--- src/rtl/fifo_rd_pkg.sv ---
// Shared types and sizes for the FIFO read controller.
// Includes the buffer-state encoding, the transfer-counter width and the default data width.
package fifo_rd_pkg;

  localparam int unsigned CNT_WIDTH          = 16;
  localparam int unsigned DEFAULT_DATA_WIDTH = 32;

  // Encoding equals the number of buffered words.
  typedef enum logic [1:0] {
    EMPTY = 2'd0,
    ONE   = 2'd1,
    TWO   = 2'd2
  } buf_state_e;

endpackage

--- src/rtl/fifo_rd_skid.sv ---
// Two-entry output buffer with head/tail registers.
// Pushes enter at the tail and pops leave from the head, so words stay in order.
module fifo_rd_skid
  import fifo_rd_pkg::*;
#(
  parameter int unsigned DATA_WIDTH = DEFAULT_DATA_WIDTH
) (
  input  logic                  clk,
  input  logic                  rst,
  input  logic                  i_push,
  input  logic [DATA_WIDTH-1:0] i_data,
  input  logic                  i_pop,
  output logic [DATA_WIDTH-1:0] o_data,
  output logic                  o_valid,
  output logic [1:0]            o_occ
);

  buf_state_e            r_state;
  logic [DATA_WIDTH-1:0] r_head;
  logic [DATA_WIDTH-1:0] r_tail;

  always_ff @(posedge clk) begin
    if (rst) begin
      r_state <= EMPTY;
      r_head  <= '0;
      r_tail  <= '0;
    end else begin
      case (r_state)
        EMPTY: begin
          if (i_push) begin
            r_head  <= i_data;
            r_state <= ONE;
          end
        end
        ONE: begin
          case ({i_push, i_pop})
            2'b11: r_head <= i_data;
            2'b10: begin
              r_tail  <= i_data;
              r_state <= TWO;
            end
            2'b01: r_state <= EMPTY;
            default: ;
          endcase
        end
        TWO: begin
          // The controller never pushes into a full buffer unless a pop frees a slot.
          if (i_pop) begin
            r_head <= r_tail;
            if (i_push) r_tail  <= i_data;
            else        r_state <= ONE;
          end
        end
        default: r_state <= EMPTY;
      endcase
    end
  end

  assign o_data  = r_head;
  assign o_valid = (r_state != EMPTY);
  assign o_occ   = 2'(r_state);

endmodule

--- src/rtl/fifo_rd_ctrl.sv ---
// Reads a FIFO with one-cycle read latency and presents its words as a valid/ready stream.
// Defining FIFO_RD_CNT_EN adds the rd_count_o transfer counter.
module fifo_rd_ctrl
  import fifo_rd_pkg::*;
#(
  parameter int unsigned DATA_WIDTH = DEFAULT_DATA_WIDTH
) (
  input  logic                  clk,
  input  logic                  rst,
  input  logic                  empty_i,
  input  logic [DATA_WIDTH-1:0] data_i,
  output logic                  rd_cs_o,
  output logic                  rd_en_o,
  output logic [DATA_WIDTH-1:0] out_data_o,
  output logic                  out_valid_o,
  input  logic                  out_ready_i
`ifdef FIFO_RD_CNT_EN
  ,
  output logic [CNT_WIDTH-1:0]  rd_count_o
`endif
);

  logic       r_infl;
  logic [1:0] w_occ;
  logic [1:0] w_pending;
  logic       w_xfer;
  logic       w_rd;

  assign w_xfer    = out_valid_o && out_ready_i;
  assign w_pending = w_occ + {1'b0, r_infl};

  // Issue a read only when the word is guaranteed a buffer slot on arrival.
  assign w_rd    = !rst && !empty_i &&
                   ((w_pending < 2'd2) || ((w_pending == 2'd2) && w_xfer));
  assign rd_en_o = w_rd;
  assign rd_cs_o = w_rd;

  always_ff @(posedge clk) begin
    if (rst) r_infl <= 1'b0;
    else     r_infl <= w_rd;
  end

  fifo_rd_skid #(
    .DATA_WIDTH (DATA_WIDTH)
  ) u_skid (
    .clk     (clk),
    .rst     (rst),
    .i_push  (r_infl),
    .i_data  (data_i),
    .i_pop   (w_xfer),
    .o_data  (out_data_o),
    .o_valid (out_valid_o),
    .o_occ   (w_occ)
  );

`ifdef FIFO_RD_CNT_EN
  logic [CNT_WIDTH-1:0] r_rd_count;

  always_ff @(posedge clk) begin
    if (rst)         r_rd_count <= '0;
    else if (w_xfer) r_rd_count <= r_rd_count + CNT_WIDTH'(1);
  end

  assign rd_count_o = r_rd_count;
`endif

endmodule
--- config.mk ---
export PLATFORM = sky130hd
export DESIGN_NAME = fifo_rd_ctrl
export DESIGN_NICKNAME = d
export VERILOG_FILES = /design/src/rtl/fifo_rd_pkg.sv /design/src/rtl/fifo_rd_skid.sv /design/src/rtl/fifo_rd_ctrl.sv
export SDC_FILE = /design/constraint.sdc
export NUM_CORES = 1
export LEC_CHECK = 0
export BUFFER_PORTS_ARGS = -buffer_cell sky130_fd_sc_hd__buf_2
export CAP_MARGIN = 20
export CORE_MARGIN = 4
export CORE_UTILIZATION = 54
export CTS_BUF_LIST = sky130_fd_sc_hd__clkbuf_16
export DETAILED_ROUTE_END_ITERATION = 10
export HOLD_SLACK_MARGIN = 0.08
export PLACE_DENSITY = 0.83
export RECOVER_POWER = 25
export SYNTH_ARGS = -nofsm -noshare
export SYNTH_HDL_FRONTEND = slang
export SYNTH_HIERARCHICAL = 1
export SYNTH_SLANG_ARGS = --single-unit
--- constraint.sdc ---
create_clock -name clk -period 2.3 [get_ports clk]
set_input_delay 0.46 -clock clk [delete_from_list [all_inputs] [get_ports clk]]
set_output_delay 0.46 -clock clk [all_outputs]
set_load 0.01 [all_outputs]
# == Word level (Yosys, flattened, before mapping) ==
# Index checks and enable logic that the tools add are counted.
# totals
reg_bits,67
out_inout_bits,35
wordCells,45
# op_classes
add_sub_neg,1
order_cmp,1
eq_ne,13
muxes,12
reduce_logical,14
# op_table
cell,n
2-to-1 mux 32 bit,5
one-hot mux 32 bit (3 select lines),1
one-hot mux 32 bit (2 select lines),1
AND reduction 4 bit,3
equality test 2 bit (second input constant),4
inequality test 2 bit (second input constant),4
2-to-1 mux 2 bit,3
one-hot mux 2 bit (3 select lines),1
equality test 2 x 1 -> 1 bit (second input constant),2
logical AND 1 bit,4
inequality test 2 x 1 -> 1 bit (second input constant),2
one-hot mux 2 bit (2 select lines),1
nonzero test 2 bit,2
inequality test 3 x 2 -> 1 bit (second input constant),1
nonzero test 3 bit,1
adder 2 x 1 -> 2 bit,1
zero test 1 bit,2
zero test 2 bit,1
less-than comparator 2 bit (second input constant),1
logical OR 1 bit,1

# == Logic depth before layout (Yosys ltp) ==
# Gate-level depths: netlist (run 1).
# depth
depth_word,5
ltp_mapped,9
depth_no_buf,7

# == Hierarchy ==
# Netlist (run 1), hierarchy kept.
# by_module_without_submodules
module,instances,cells_per_inst,area_per_inst_um2,seq_area_each_um2
fifo_rd_skid,1,318,3133.0,1321.3
fifo_rd_ctrl,1,8,77.6,20.0

# == Worst setup path before layout (run 1) ==
# OpenSTA, ideal clock, no wires.
# synth_path
path_type,flip-flop to flip-flop
startpoint,reg u_skid.r_state[1] (netlist: u_skid/o_occ[1])
endpoint,reg u_skid.r_head[10] (netlist: u_skid/o_data[10])
setup_ps,146
arrival_time_ps,1928
setup_slack_ps,226
stages_incl_launch_ff,10
path_buffers,3
cell_sequence,dfxtp_1 buf_6 or2_2 and2_1 ha_1 and3b_1 buf_2 buf_2 a211oi_1 a211oi_2
# synth_between
elab_chain_cells,5
elab_cells_between_ends,12
classes_between,6 x eq/ne; 1 x mux; 5 x reduce/logical
# synth_rtl
item,line_no,text
"start, declared",fifo_rd_skid.sv:18,buf_state_e r_state;
"start signal, assigned",fifo_rd_skid.sv:24,r_state <= EMPTY;
"start signal, assigned",fifo_rd_skid.sv:32,r_state <= ONE;
"start signal, assigned",fifo_rd_skid.sv:40,r_state <= TWO;
nonzero test 2 bit *,fifo_rd_skid.sv:60,assign o_valid = (r_state != EMPTY);
net out_valid_o,fifo_rd_ctrl.sv:15,"output logic out_valid_o,"
logical AND 1 bit *,fifo_rd_ctrl.sv:29,assign w_xfer = out_valid_o && out_ready_i;
net w_xfer,fifo_rd_ctrl.sv:26,logic w_xfer;
equality test 2 bit,fifo_rd_skid.sv:36,"case ({i_push, i_pop})"
inequality test 2 bit (no source line),n/a,
AND reduction 4 bit (no source line) *,n/a,
"end signal, assigned",fifo_rd_skid.sv:31,r_head <= i_data;
"end signal, assigned",fifo_rd_skid.sv:37,2'b11: r_head <= i_data;
"end signal, assigned",fifo_rd_skid.sv:49,r_head <= r_tail;
"end, declared",fifo_rd_skid.sv:19,logic [DATA_WIDTH-1:0] r_head;
# Mark *: on every way through the listed nets, which the timed path passes. The rest lies on a longest branch.
# A chain may end at the register's enable or synchronous reset.

# == Worst setup path in the final report (run 1) ==
# layout_path
startpoint,reg u_skid.r_state[0] (netlist: u_skid/o_occ[0])
endpoint,out rd_cs_o
# layout_between
elab_chain_cells,5
elab_cells_between_ends,8
classes_between,1 x add/sub; 1 x order compare; 1 x eq/ne; 5 x reduce/logical
# layout_rtl
item,line_no,text
adder 2 x 1 -> 2 bit / nonzero test 2 bit (equally long branches),"fifo_rd_ctrl.sv:30, fifo_rd_skid.sv:60",
equality test 2 bit / logical AND 1 bit (equally long branches),"fifo_rd_ctrl.sv:34, fifo_rd_ctrl.sv:29",
logical AND 1 bit,fifo_rd_ctrl.sv:34,((w_pending < 2'd2) || ((w_pending == 2'd2) && w_xfer));
logical OR 1 bit *,fifo_rd_ctrl.sv:34,
logical AND 1 bit *,fifo_rd_ctrl.sv:33,assign w_rd = !rst && !empty_i &&
"end, declared",fifo_rd_ctrl.sv:12,"output logic rd_cs_o,"
# Mark *: on every way between the ends. The rest lies on a longest branch, timed or not.

==> impl_metrics.py, run 1 <==
metrics = {
    "outcome": {
        "status": "finished clean",
    },
    "synthesis": {
        "mappedNetlistNets": 366,
        "async_flop_share": 0,
        "ys_ff_latch": 67,
        "yosysTopAreaCell": "dfxtp_1",
        "synth_edf_count": 0,
        "synth-seq-area-share": 0.418,
        "ys.warnings.count": 6,
        "synth_area_um2": 3210,
        "synth.area.top_cells": "dfxtp_1 (42%), a211oi_2 (12%), mux2i_1 (10%)",
        "synth_top_area_frac": 0.418,
        "syn_avg_cell_area_um2": 9.85,
        "synth.most_common_cell": "dfxtp_1",
        "synth_cell_types": 29,
        "synth_cells": 326,
        "synth_top_flop_cell": "dfxtp_1",
        "ys_top_cells_by_count": "dfxtp_1 (67), a211oi_1 (36), a21oi_1 (34), o21ai_0 (33)",
    },
    "worst_hold_path": {
        "hold_class": "in -> reg",
        "min-delay-start": "empty_i",
        "hold_path_depth": 2,
        "hold_end": "r_infl",
    },
    "floorplanning": {
        "dieArea_um2": 7240,
        "initial_core_util": 0.569,
        "row_count": 27,
        "coreArea_um2": 5640,
        "fp.dieH_um": 85.1,
        "pin_count": 71,
        "die_w_um": 85.1,
    },
    "pwr": {
        "powerDensity_nw_per_um2": 756,
        "p_leak_nw": 1.59,
        "peakVddDrop_uv": 507,
    },
    "place": {
        "hpwl_um": 5080,
        "io_buffers": 70,
        "placed_cell_area_um2": 3560,
        "gp_congestion": 0.786,
    },
    "timing": {
        "hold_viol": 0,
        "setup_viol": 0,
        "rsz0062_at_grt": "false",
        "hold_ws_ps": 289,
        "finClkSkew_ps": 4.33,
        "setup_tns_ps": 0,
        "drv_slew": 0,
        "min_period_ps": 2120,
        "slew_headroom": 0.424,
        "achievable-frequency_ghz": 0.471,
        "fin_crit_sh": 0.922,
        "tightest_slew_ps": 864,
    },
    "cells_and_area": {
        "areaGrowthSynthToFinish_pct": 18.4,
        "fin_area_um2": 3800,
        "fillCellCount": 459,
        "diodes": 0,
        "multi_input_area_um2": 1670,
        "finish.net_count": 423,
        "seq_area_um2": 1340,
        "drive_above_1_share": 0.281,
        "final_core_util": 0.674,
    },
    "grt": {
        "first_global_vias": 2695,
        "track_usage": 0.230,
        "grt_pass1_wl_um": 13500,
        "grt.overflow.total": 0,
        "antenna_found_initial": 0,
        "grt_max_degree": 68,
    },
    "worst_setup_path": {
        "arrival_ps": 1660,
        "cp_max_fo": 9,
        "r2r_end": "u_skid/o_data[4]",
        "critPathLaunch": "u_skid/o_occ[0]",
        "worst_setup_path_start_kind": "flop",
        "required_ps": 1840,
        "ff2ff_path_depth": 5,
        "r2r-start": "u_skid/o_occ[0]",
        "timing_worst_setup_path_type": "reg -> out",
        "end_kind": "primary output",
        "r2r_slack_ps": 190,
    },
    "clock_network": {
        "h-tree-depth": 3,
        "clkLatencyLatePin_ps": 330,
        "numCtsBuffers": 9,
        "cts_buffer_depth": 2,
        "ctsHoldBuffers": 0,
        "root_buffer": "clkbuf_16",
        "cts_tree": "done",
        "cts_num_sinks": 67,
        "cts.reportedPaths.clkPinSlew_ps": 50,
    },
    "route": {
        "drt_iter0_markers": 207,
        "routed_wl_um": 8350,
        "vias": 2836,
        "antenna_left": 0,
        "post_drt_wl_per_cell_um": 18.2,
        "vias_per_cell": 6.17,
        "drtPass1Iterations": 5,
        "drc": 0,
    },
    "run": {
        "drv_cap": 0,
    },
}
==> per-layer routing <==
layer  up-vias  track usage  part of all wire
met5         -            0                 0
met4         0       0.0820            0.0078
met3         6       0.0447             0.074
met2       131        0.362              0.49
met1      1351        0.313              0.43
li1       1348            -                 -
==> metrics by stage <==
step	power, mW	cells	setup slack (ps)
global route	2.99	460	60.1
global placement	1.71	443	57.4
floorplan	1.58	326	226
finish	2.87	460	178
detailed placement	1.72	443	10.4
CTS	2.89	459	93.1
==> cell type report <==
| type | instances | area share |
|---|---|---|
| Multi-Input combinational cell | 219 | 0.440 |
| Sequential cell | 67 | 0.353 |
| Timing Repair Buffer | 83 | 0.113 |
| Clock buffer | 9 | 0.0593 |
| Tap cell | 72 | 0.0237 |
| Clock inverter | 7 | 0.00757 |
| Inverter | 3 | 0.00296 |
==> layout by cell type (no fill, tap or decap), types with 2 or more instances in the layout <==
cell type / instances
clkinv_1: 2
dfxtp_1: 66
nand3_1: 32
buf_4: 12
nand3b_1: 3
clkinv_2: 2
clkbuf_1: 24
mux2i_1: 32
a211oi_1: 36
buf_2: 46
a211oi_2: 30
a21oi_1: 34
and3b_1: 2
o21ai_0: 33
inv_1: 5
ha_1: 4
clkbuf_16: 9
==> power breakdown <==
part,internal (mW),leakage [nW],switching (mW)
Clock,0.704,0.138,0.469
Combinational,0.175,0.907,0.256
Sequential,1.23,0.547,0.0397
Total,2.11,1.59,0.765
==> timing repair <==
item	CTS	global route
gates resized for setup	0	3
setup endpoints to repair	0	22
buffers inserted	0	0
==> worst max-delay path: stages (launching register included) <==
cell      delay [ps]
dfxtp_1          300
buf_4            160
ha_1             260
nand3b_1         180
a211oi_1         250
buf_2            180
==> how the worst max path moves through the flow <==
stage / end / slack [ps] / cells after the start
final: rd_cs_o / 180 / 5
after global routing: rd_cs_o / 60 / 5
after CTS: u_skid/o_data[26] / 90 / 6
after detailed placement: u_skid/o_data[26] / 10 / 6
after global placement: u_skid/o_data[26] / 60 / 6
after floorplan: u_skid/o_data[10] / 230 / 9
==> cell families after synthesis <==
group,after synthesis,share of synthesized area
compound gates,135,0.313
flops,67,0.418
simple gates,45,0.0811
buf+inv,41,0.0659
mux,33,0.104
fa+ha+maj,4,0.0156
xor+xnor,1,0.00273
==> flip-flops by register name, indices dropped and copies added, names as in the netlist <==
| signal | count |
|---|---|
| u_skid/r_tail | 32 |
| r_infl | 1 |
| u_skid/o_occ | 2 |
| u_skid/o_data | 32 |
Note: power is estimated with default switching activity, not from simulation.
==> inputs of run 2 (changes only) <==
CORE_MARGIN = 1   (was 4)
==> impl_metrics.py, run 2 (same netlist as run 1, synthesis figures left out) <==
metrics = {
    "outcome": {
        "status": "finished clean",
    },
    "worst_setup_path": {
        "cp_max_fo": 17,
        "arrival_ps": 2380,
        "required_ps": 2480,
        "timing_worst_setup_path_type": "reg -> reg",
        "end_kind": "flop",
        "worst_setup_path_start_kind": "flop",
    },
    "place": {
        "io_buffers": 70,
        "hpwl_um": 4820,
        "placed_cell_area_um2": 3560,
        "gp_congestion": 0.787,
    },
    "grt": {
        "grt_pass1_wl_um": 12900,
        "grt_use_met2": 0.432,
        "first_global_vias": 2654,
        "grt.overflow.total": 0,
        "track_usage": 0.265,
        "busiest_layer": "met2",
        "grt_max_degree": 68,
        "met1_usage": 0.348,
        "grtUsageMet3": 0.0713,
        "antenna_found_initial": 0,
    },
    "timing": {
        "min_period_ps": 2210,
        "drv_slew": 0,
        "fin_crit_sh": 0.959,
        "finClkSkew_ps": 4.31,
        "slew_headroom": 0.434,
        "hold_viol": 0,
        "achievable-frequency_ghz": 0.453,
        "rsz0062_at_grt": "false",
        "setup_viol": 0,
        "setup_tns_ps": 0,
        "tightest_slew_ps": 849,
    },
    "worst_hold_path": {
        "hold_class": "in -> reg",
    },
    "cells_and_area": {
        "most-common-layout-cells": "dfxtp_1 (67), buf_2 (46), a211oi_1 (36), a21oi_1 (34), o21ai_0 (33)",
        "fin_area_um2": 3800,
        "drive_above_1_share": 0.273,
        "areaGrowthSynthToFinish_pct": 18.3,
        "finish.net_count": 421,
        "diodes": 0,
        "mostFrequentLayoutCell": "dfxtp_1",
    },
    "route": {
        "vias": 2808,
        "drc": 0,
        "drtPass1Iterations": 4,
        "post_drt_wl_per_cell_um": 17.3,
        "routed_wl_um": 7910,
        "drt_iter0_markers": 251,
        "vias_per_cell": 6.16,
        "antenna_left": 0,
    },
    "floorplanning": {
        "die_w_um": 79.1,
        "dieArea_um2": 6260,
        "fp.dieH_um": 79.1,
        "pin_count": 71,
        "initial_core_util": 0.573,
        "row_count": 27,
        "coreArea_um2": 5610,
    },
    "pwr": {
        "peakVddDrop_uv": 717,
        "p_leak_nw": 1.58,
        "powerDensity_nw_per_um2": 782,
    },
    "clock_network": {
        "h-tree-depth": 3,
        "clkLatencyLatePin_ps": 330,
        "cts.reportedPaths.clkPinSlew_ps": 50,
        "root_buffer": "clkbuf_16",
        "cts_buffer_depth": 2,
        "ctsHoldBuffers": 0,
        "cts_num_sinks": 67,
        "numCtsBuffers": 9,
        "cts_tree": "done",
    },
    "run": {
        "drv_cap": 0,
    },
}
[run 2: cell types whose count changed in the layout (fill, tap and decap cells not counted)]
cell,change
and3b_2,-1
clkinv_1,+1
inv_1,-3
buf_4,-1
bufinv_16,+1
dfxtp_1,+1
clkinv_2,-1
and3b_1,+1
a21o_2,-1
dfxtp_2,-1
[run 2: worst max-delay path: stages, from the launching register on]
cell and delay (ps):
dfxtp_1 310, or2_2 310, and2_1 250, ha_1 210, and3b_1 290, buf_4 260
a211oi_1 340, a211oi_2 80
[run 2: worst paths after layout]
| kind | start | end | slack (ps) | cells past startpoint |
|---|---|---|---|---|
| max | u_skid/o_occ[0] | u_skid/o_data[1] | 90 | 7 |
| min | empty_i | r_infl | 310 | 2 |
| max reg2reg | u_skid/o_occ[0] | u_skid/o_data[1] | 90 | 7 |
| min reg2reg | u_skid/r_tail[22] | u_skid/r_tail[22] | 470 | 2 |
[run 2: cell type report]
cell class / count / area [µm²]
clock inverters: 5 / 46.3
fillers: 466 / 1810
flip-flops and latches: 67 / 1340
clock buffers: 9 / 225
inverters: 3 / 11.3
well taps: 72 / 90.1
repair buffers: 82 / 423
multi-input cells: 218 / 1660
[run 2: metal layers]
| layer | vias up | routed length [µm] |
|---|---|---|
| met2 | 97 | 3800 |
| met1 | 1359 | 3550 |
| li1 | 1343 | - |
| met5 | - | 0 |
| met3 | 9 | 475 |
| met4 | 0 | 82 |
[run 2: timing repair]
| action | 4_1_cts | 5_1_grt |
|---|---|---|
| resized for setup | 0 | 1 |
| setup endpoints to repair | 0 | 8 |
| endpoints found under the hold margin | 0 | 0 |
| setup buffers | 0 | 0 |
[run 2: power breakdown]
| group | internal, mW | leakage, nW | total (mW) | switching (mW) |
|---|---|---|---|---|
| clock network | 0.812 | 0.134 | 1.28 | 0.469 |
| registers | 1.23 | 0.546 | 1.27 | 0.0379 |
| logic | 0.172 | 0.896 | 0.422 | 0.250 |
| total | 2.21 | 1.58 | 2.97 | 0.758 |
[run 2: stage by stage]
stage               hold slack, ps  instances  total power, mW  utilization  worst slack [ps]
finish                         306        456             2.97        0.677              93.6
floorplan                      443        326             1.58            -               226
global route                   309        456             3.08        0.677              23.5
global placement               449        442             1.71        0.634               158
CTS                            301        456             3.00        0.683               115
detailed placement             458        442             1.72        0.634               107
==> inputs of run 3 (changes only) <==
CORE_UTILIZATION = 52   (was 54)
PLACE_DENSITY = 0.8   (was 0.83)
clock period = 2.9 ns   (was 2.3 ns; I/O delays follow)
==> impl_metrics.py, run 3 (same netlist as run 1, synthesis figures left out) <==
metrics = {
    "pwr": {
        "p_seq_frac": 0.440,
        "pwr-share-comb": 0.144,
        "power_switching_mw": 0.619,
        "switching_share": 0.270,
        "p_leak_nw": 1.56,
        "peakVddDrop_uv": 388,
        "power_mw": 2.29,
        "power_frac_clock": 0.416,
        "p_int_mw": 1.67,
        "powerDensity_nw_per_um2": 608,
    },
    "cells_and_area": {
        "finish.net_count": 417,
        "fin_cells": 457,
        "diodes": 0,
        "most-common-layout-cells": "dfxtp_1 (67), buf_2 (46), a211oi_1 (36), a21oi_1 (34), o21ai_0 (33)",
        "drive_above_1_share": 0.267,
        "areaGrowthSynthToFinish_pct": 17.4,
        "mostFrequentLayoutCell": "dfxtp_1",
    },
    "route": {
        "routed_wl_um": 8270,
        "antenna_left": 0,
        "vias": 2824,
        "drtPass1Iterations": 5,
        "post_drt_wl_per_cell_um": 18.1,
        "drc": 0,
        "vias_per_cell": 6.18,
        "drt_iter0_markers": 216,
    },
    "clock_network": {
        "cts_tree": "done",
        "numCtsBuffers": 9,
        "cts_buffer_depth": 2,
        "h-tree-depth": 3,
        "cts.reportedPaths.clkPinSlew_ps": 50,
        "ctsHoldBuffers": 0,
        "clkLatencyLatePin_ps": 320,
        "root_buffer": "clkbuf_16",
        "cts_resized": 0,
        "cts_setup_buffers": 0,
        "cts_num_sinks": 67,
    },
    "worst_hold_path": {
        "hold_class": "in -> reg",
    },
    "worst_setup_path": {
        "cp_slowest_stage_delay_ps": 870,
        "required_ps": 3140,
        "arrival_ps": 2860,
        "crit_chain": "or2_2, and2_1, inv_1, ha_1, and3b_1, o21ai_0, a21oi_1",
        "timing_worst_setup_path_type": "reg -> reg",
        "end_kind": "flop",
        "worst_setup_path_start_kind": "flop",
        "cp_max_fo": 32,
        "critPathBufInv": 1,
        "crit_slowest_cell": "and3b_1",
        "crit_family": "simple AND/OR/NAND/NOR gates",
    },
    "timing": {
        "setup_tns_ps": 0,
        "slew_headroom": 0.287,
        "hold_viol": 0,
        "finClkSkew_ps": 5.36,
        "drv_slew": 0,
        "min_period_ps": 2620,
        "setup_viol": 0,
        "fin_crit_sh": 0.905,
        "tightest_slew_ps": 1070,
        "achievable-frequency_ghz": 0.381,
        "rsz0062_at_grt": "false",
    },
    "place": {
        "dp_cells": 440,
        "hpwl_um": 4930,
        "io_buffers": 70,
        "gp_congestion": 0.800,
    },
    "run": {
        "drv_cap": 0,
    },
    "floorplanning": {
        "row_count": 28,
        "initial_core_util": 0.542,
        "coreArea_um2": 5920,
        "dieArea_um2": 6490,
        "pin_count": 71,
        "die_w_um": 80.6,
        "fp.dieH_um": 80.6,
    },
    "grt": {
        "first_global_vias": 2661,
        "met1_usage": 0.354,
        "track_usage": 0.260,
        "grtUsageMet3": 0.0443,
        "grt_max_degree": 68,
        "grt.overflow.total": 0,
        "busiest_layer": "met2",
        "grt_use_met2": 0.397,
        "grt_pass1_wl_um": 13000,
        "antenna_found_initial": 0,
    },
    "outcome": {
        "status": "finished clean",
    },
}
-- run 3: cell type report --
| cell class | count | area (µm²) |
|---|---|---|
| Fill cell | 508 | 2150 |
| Multi-Input combinational cell | 218 | 1660 |
| Sequential cell | 67 | 1340 |
| Timing Repair Buffer | 78 | 400 |
| Clock buffer | 9 | 225 |
| Tap cell | 75 | 93.8 |
| Clock inverter | 7 | 37.5 |
| Inverter | 3 | 11.3 |
-- run 3: through the flow --
step	hold slack, ps	setup slack [ps]	cell area (µm²)	util
detailed placement	455	345	3520	0.595
global route	432	118	3770	0.637
CTS	428	255	3780	0.639
floorplan	443	826	3210	-
finish	433	276	3770	0.637
global placement	449	437	3520	0.595
-- run 3: layer usage --
metal / vias up / part of all wire
met2: 100 / 0.47
met5: - / 0
met1: 1371 / 0.46
li1: 1339 / -
met3: 14 / 0.052
met4: 0 / 0.017
-- run 3: final timing paths --
path / depth (start not counted) / slack, ps / endpoint / from
worst min register to register: 2 / 460 / u_skid/r_tail[0] / u_skid/r_tail[0]
worst min-delay path: 2 / 430 / r_infl / empty_i
worst max register to register: 7 / 280 / u_skid/r_tail[7] / u_skid/o_occ[1]
worst max-delay path: 7 / 280 / u_skid/r_tail[7] / u_skid/o_occ[1]
-- run 3: power by group through the flow --
stage	Sequential, mW	Clock [mW]	Combinational (mW)
floorplan	1.04	0	0.216
global placement	1.03	0	0.324
detailed placement	1.03	0	0.333
CTS	1.01	0.961	0.336
global route	1.02	1.00	0.356
finish	1.01	0.953	0.330
